File: src/rtl/inst_encoder.sv
// Packs field-level instruction descriptors into 32-bit MIPS words, buffers them and streams them to instruction memory.
// Define INST_ENCODER_DELAY_SLOT_PAD_EN to write a NOP after every BEQ/J word.
module inst_encoder #(
  parameter int ADDR_W = 8,
  parameter int DEPTH  = 4
) (
  input  logic              clk,
  input  logic              rst,
  input  logic              in_valid,
  output logic              in_ready,
  input  logic [2:0]        in_kind,
  input  logic [1:0]        in_alu_fn,
  input  logic [4:0]        in_rs,
  input  logic [4:0]        in_rt,
  input  logic [4:0]        in_rd,
  input  logic [25:0]       in_imm,
  input  logic              load_base,
  input  logic [ADDR_W-1:0] base_addr,
  output logic              mem_we,
  input  logic              mem_ready,
  output logic [ADDR_W-1:0] mem_addr,
  output logic [31:0]       mem_wdata,
  output logic              err
);

  localparam int PTR_W = $clog2(DEPTH);
  localparam logic [PTR_W:0] FULL = (PTR_W+1)'(DEPTH);

`ifdef INST_ENCODER_DELAY_SLOT_PAD_EN
  typedef enum logic [1:0] {IDLE, WRITE, PAD} state_t;
`else
  typedef enum logic [1:0] {IDLE, WRITE} state_t;
`endif

  state_t            r_state;
  logic              r_we;
  logic [ADDR_W-1:0] r_addr;
  logic [31:0]       r_wdata;
  logic              r_err;
  logic [31:0]       r_mem [DEPTH];
  logic [PTR_W-1:0]  r_wr_ptr;
  logic [PTR_W-1:0]  r_rd_ptr;
  logic [PTR_W:0]    r_count;

  logic [31:0]       w_word;
  logic [5:0]        w_funct;
  logic              w_legal;
  logic              w_push;
  logic              w_pop;
  logic              w_pad;

  always_comb begin
    w_legal = 1'b1;
    w_word  = '0;
    case (in_alu_fn)
      2'd0:    w_funct = 6'b100000;
      2'd1:    w_funct = 6'b100010;
      2'd2:    w_funct = 6'b100100;
      default: w_funct = 6'b100101;
    endcase
    case (in_kind)
      3'd0:    w_word = {6'b000000, in_rs, in_rt, in_rd, 5'b00000, w_funct};
      3'd1:    w_word = {6'b100011, in_rs, in_rt, in_imm[15:0]};
      3'd2:    w_word = {6'b101011, in_rs, in_rt, in_imm[15:0]};
      3'd3:    w_word = {6'b000100, in_rs, in_rt, in_imm[15:0]};
      3'd4:    w_word = {6'b001101, in_rs, in_rt, in_imm[15:0]};
      3'd5:    w_word = {6'b000010, in_imm};
      default: w_legal = 1'b0;
    endcase
  end

  assign in_ready = !rst && (r_count < FULL);
  assign w_push   = in_valid && in_ready && w_legal;

`ifdef INST_ENCODER_DELAY_SLOT_PAD_EN
  assign w_pad = (r_state == WRITE) &&
                 (r_wdata[31:26] == 6'b000100 || r_wdata[31:26] == 6'b000010);
`else
  assign w_pad = 1'b0;
`endif

  // A pad cycle takes the slot a pop would have used; load_base always blocks the pop.
  always_comb begin
    w_pop = 1'b0;
    if (r_state == IDLE)
      w_pop = (r_count != '0) && !load_base;
    else if (mem_ready)
      w_pop = (r_count != '0) && !load_base && !w_pad;
  end

  always_ff @(posedge clk) begin
    if (w_push)
      r_mem[r_wr_ptr] <= w_word;
  end

  always_ff @(posedge clk) begin
    if (rst) begin
      r_wr_ptr <= '0;
      r_rd_ptr <= '0;
      r_count  <= '0;
      r_err    <= 1'b0;
    end else begin
      if (w_push)
        r_wr_ptr <= r_wr_ptr + 1'b1;
      if (w_pop)
        r_rd_ptr <= r_rd_ptr + 1'b1;
      case ({w_push, w_pop})
        2'b10:   r_count <= r_count + 1'b1;
        2'b01:   r_count <= r_count - 1'b1;
        default: r_count <= r_count;
      endcase
      if (in_valid && in_ready && !w_legal)
        r_err <= 1'b1;
    end
  end

  // WRITE and PAD share the completion logic; PAD holds a zero word so it never re-triggers padding.
  always_ff @(posedge clk) begin
    if (rst) begin
      r_state <= IDLE;
      r_we    <= 1'b0;
      r_addr  <= '0;
      r_wdata <= '0;
    end else if (r_state == IDLE) begin
      if (load_base)
        r_addr <= base_addr;
      if (w_pop) begin
        r_wdata <= r_mem[r_rd_ptr];
        r_state <= WRITE;
        r_we    <= 1'b1;
      end
    end else if (mem_ready) begin
      r_addr <= load_base ? base_addr : r_addr + 1'b1;
`ifdef INST_ENCODER_DELAY_SLOT_PAD_EN
      if (w_pad) begin
        r_wdata <= '0;
        r_state <= PAD;
      end else
`endif
      if (w_pop) begin
        r_wdata <= r_mem[r_rd_ptr];
        r_state <= WRITE;
      end else begin
        r_state <= IDLE;
        r_we    <= 1'b0;
      end
    end else if (load_base) begin
      r_addr <= base_addr;
    end
  end

  assign mem_we    = r_we;
  assign mem_addr  = r_addr;
  assign mem_wdata = r_wdata;
  assign err       = r_err;

endmodule

File: config.mk
export PLATFORM = sky130hd
export DESIGN_NAME = inst_encoder
export DESIGN_NICKNAME = d
export VERILOG_FILES = /design/src/rtl/inst_encoder.sv
export SDC_FILE = /design/constraint.sdc
export NUM_CORES = 1
export LEC_CHECK = 0
export ABC_CLOCK_PERIOD_IN_PS = 4150
export BUFFER_PORTS_ARGS = -buffer_cell sky130_fd_sc_hd__buf_2
export CAP_MARGIN = 40
export CELL_PAD_IN_SITES_DETAIL_PLACEMENT = 0
export CELL_PAD_IN_SITES_GLOBAL_PLACEMENT = 2
export CORE_ASPECT_RATIO = 0.7
export CORE_UTILIZATION = 43
export DETAILED_ROUTE_END_ITERATION = 8
export MAX_ROUTING_LAYER = met4
export PLACE_DENSITY = 0.87
export SETUP_SLACK_MARGIN = 0.4
export SYNTH_ARGS = -nofsm -noshare
export SYNTH_HDL_FRONTEND = slang
export SYNTH_SLANG_ARGS = --single-unit
File: constraint.sdc
create_clock -name clk -period 4.15 [get_ports clk]
set_clock_uncertainty 0.1 [all_clocks]
set_input_delay 0 -clock clk [delete_from_list [all_inputs] [get_ports clk]]
set_output_delay 0 -clock clk [all_outputs]
set_load 0.03 [all_outputs]
==> results.cfg <==
[drt]
wl_per_cell_um = 18.0
drtIter0Drc = 336
ant_nets = 0
firstDrtPassIters = 4
viasPerCell = 5.48
routed_wl_um = 16000
drc = 0
num_vias = 4882

[floorplan]
dieArea_sq_um = 17800
core-area_sq_um = 16600
die_w_um = 159
rows = 39
die_y_um = 112
io_pins = 102
initial_utilization = 0.447

[critical_path]
start_kind = flip-flop
critPathArrivalTime_ns = 2.86
crit_end = r_count[2]
startpoint = r_count[2]
cp-end-kind = flip-flop
crit_fanout = 34
setup.worst_path.class = flip-flop to flip-flop
cp.required_ns = 4.40
r2r_slack_ns = 1.54
worstReg2RegStart = r_count[2]
reg2regPathDepth = 10
r2r_end = r_count[2]

[synthesis]
yosysSeqAreaShare = 0.639
synth_compound_area_frac = 0.110
synth_top_area_share = 0.502
synth-main-ff-cell = edfxtp_1
synthAdderAreaFrac = 0.0145
synthArstFlopShare = 0
avgSynthCellArea_sq_um = 14.0
syn-num-nets = 598
yosysWarningCount = 0
synth_mux_area_frac = 0.0998
synth_top_family_by_area = compound AO/OA/AOI/OAI gates
synth_cell_type_count = 48
synth_edf_count = 124
synth_top_cell_by_area = edfxtp_1
synthSimpleGateAreaFrac = 0.0840
synth_xor_area_frac = 0.00826
synth_area_leaders = edfxtp_1, dfxtp_1, mux4_2
ys_ff_latch = 175
synthCells = 531
synthesis.area_sq_um = 7420

[global_route]
antenna_found_initial = 0
grt.met3_usage = 0.0421
met1_usage = 0.256
track_usage = 0.192
grt_first_pass_wirelength_um = 25300
grt_busiest_layer = met2
grt_pass1_vias = 4812
gr-total-overflow = 0
grt_max_degree = 53
grtUsageMet2 = 0.299

[placement]
gp_congestion = 0.768
hpwl_um = 9990
numPortBuffers = 100
place_inst = 819

[cells_and_area]
stdcell_count = 891
fin_nets = 721
area_delta_synth_final_pct = 21.8
n_fill_cell = 1371
antennaDiodeCount = 0
drive_gt1_frac = 0.264

[sta]
tns_ns = 0
worst_slew_pin_slew_ns = 0.855
fin_crit_sh = 0.629
period_needed_ns = 2.61
max_freq_ghz = 0.383
setup_viol = 0
rsz0062_at_grt = no
drv_slew = 0
slew_headroom = 0.430
finalHoldViolCount = 0

[power]
leakage_nw = 3.20
powerDensity_nw_per_um2 = 530
ir_drop_mv = 0.277

[hold_path]
hp-class = input pin to flip-flop
hp-start = in_rd[2]

[clock_tree]
cts_tree = done
cts.sinks = 175
clock_latency_ns = 0.43
numCtsBuffers = 17
clk_pin_slew_ns = 0.06
clockRootBuffer = clkbuf_16
post-cts-setup-buffers = 0
cts-resized-gates = 0
max-clock-path-buffers = 2
ctsHoldBuffers = 41
h-tree-depth = 4

[status]
status = completed

[job]
cap_violations = 0
[stage by stage]
step | util | hold slack (ns) | total power, W | worst slack, ns | instance area [sq um]
6_report | 0.545 | 0.0233 | 0.00479 | 1.54 | 9040
3_3_place_gp | 0.485 | 0.170 | 0.00323 | 1.60 | 8050
2_1_floorplan | - | 0.0642 | 0.00297 | 1.75 | 7420
4_1_cts | 0.545 | 0.0116 | 0.00483 | 1.51 | 9040
5_1_grt | 0.545 | 0.0482 | 0.00500 | 1.34 | 9040
3_5_place_dp | 0.485 | 0.169 | 0.00325 | 1.54 | 8050
[worst min path at each step]
stage               slack, ns  cells past startpoint      endpoint
global placement         0.17                      2           err
global route             0.05                      2  r_mem[3][29]
CTS                      0.01                      2  r_mem[1][29]
detailed placement       0.17                      2           err
floorplan                0.06                      2           err
finish                   0.02                      3  r_mem[2][13]
[state kept, by name, summed over array words and instances, names as in the netlist, named ones only]
signal and cells:
r_mem 124, mem_wdata 31, mem_addr 8, r_count 3, r_rd_ptr 2, r_wr_ptr 2, err 1, mem_we 1
r_state 1
[critical path, stage by stage, from the launching register on]
cell and delay (ns):
dfxtp_1 0.48, or3_1 0.16, buf_4 0.34, nand3_1 0.16, inv_1 0.09, ha_1 0.17, inv_1 0.06, fa_1 0.37
xor2_1 0.16, or3_1 0.31, a21oi_1 0.15
[final cells by class]
class,count,area (sq um),area share
Sequential cell,175,4750,0.525
Multi-Input combinational cell,285,2360,0.261
Timing Repair Buffer,151,986,0.109
Clock buffer,18,429,0.0475
Tap cell,225,282,0.0311
Clock inverter,13,148,0.0163
Inverter,24,90.1,0.00997
[metal layers]
| layer | part of all wire | routed length, um |
|---|---|---|
| met2 | 0.47 | 7540 |
| met1 | 0.47 | 7480 |
| met3 | 0.055 | 885 |
| met4 | 0.0075 | 121 |
| met5 | 0 | 0 |
[cell families after synthesis]
| logic type | Yosys count |
|---|---|
| multiplexers | 35 |
| AND/OR/NAND/NOR | 109 |
| XOR/XNOR | 7 |
| flip-flops | 175 |
| adder cells (fa/ha/maj) | 8 |
| AO/OA/AOI/OAI | 125 |
| buffers and inverters | 71 |
| other | 1 |
[power by group]
part,switching (W),internal [W]
Clock,0.000624,0.000932
Sequential,0.000129,0.00201
Combinational,0.000673,0.000424
Total,0.00143,0.00337
[cells in the final DEF, fill, tap and decap left out, types with 5 or more instances in the layout]
cell,netlist,routed
nand4_1,32,32
a22oi_1,15,15
dfxtp_1,51,49
a21oi_1,41,41
nor2_1,26,26
nand3_1,7,7
o31ai_1,32,32
clkinv_1,0,5
and2_1,9,9
or3_1,5,5
edfxtp_1,124,124
buf_2,12,100
and3_1,5,5
o2bb2ai_1,8,8
clkbuf_16,0,17
o22ai_1,11,11
ha_1,7,7
buf_4,2,10
o21ai_0,9,9
nand2_1,7,7
mux4_2,31,31
inv_1,23,23
dlygate4sd3_1,0,41
[cell usage after synthesis (all sizes together), types with 2 or more instances]
library cell	instances
o21ai	9
o2bb2ai	8
and2	9
nor2	26
mux4	31
nand3b	2
nor3	4
nor3b	2
xnor2	3
buf	23
inv	24
a21oi	41
nand2	7
nor2b	2
dfxtp	51
mux2	2
nand3	7
clkbuf	24
nand2b	2
edfxtp	124
a311oi	4
o31ai	32
ha	7
a22oi	15
mux2i	2
or3	5
a211oi	2
nand4	33
o22ai	11
xor2	4
and3	5
Power figures use the tool's default switching activity.
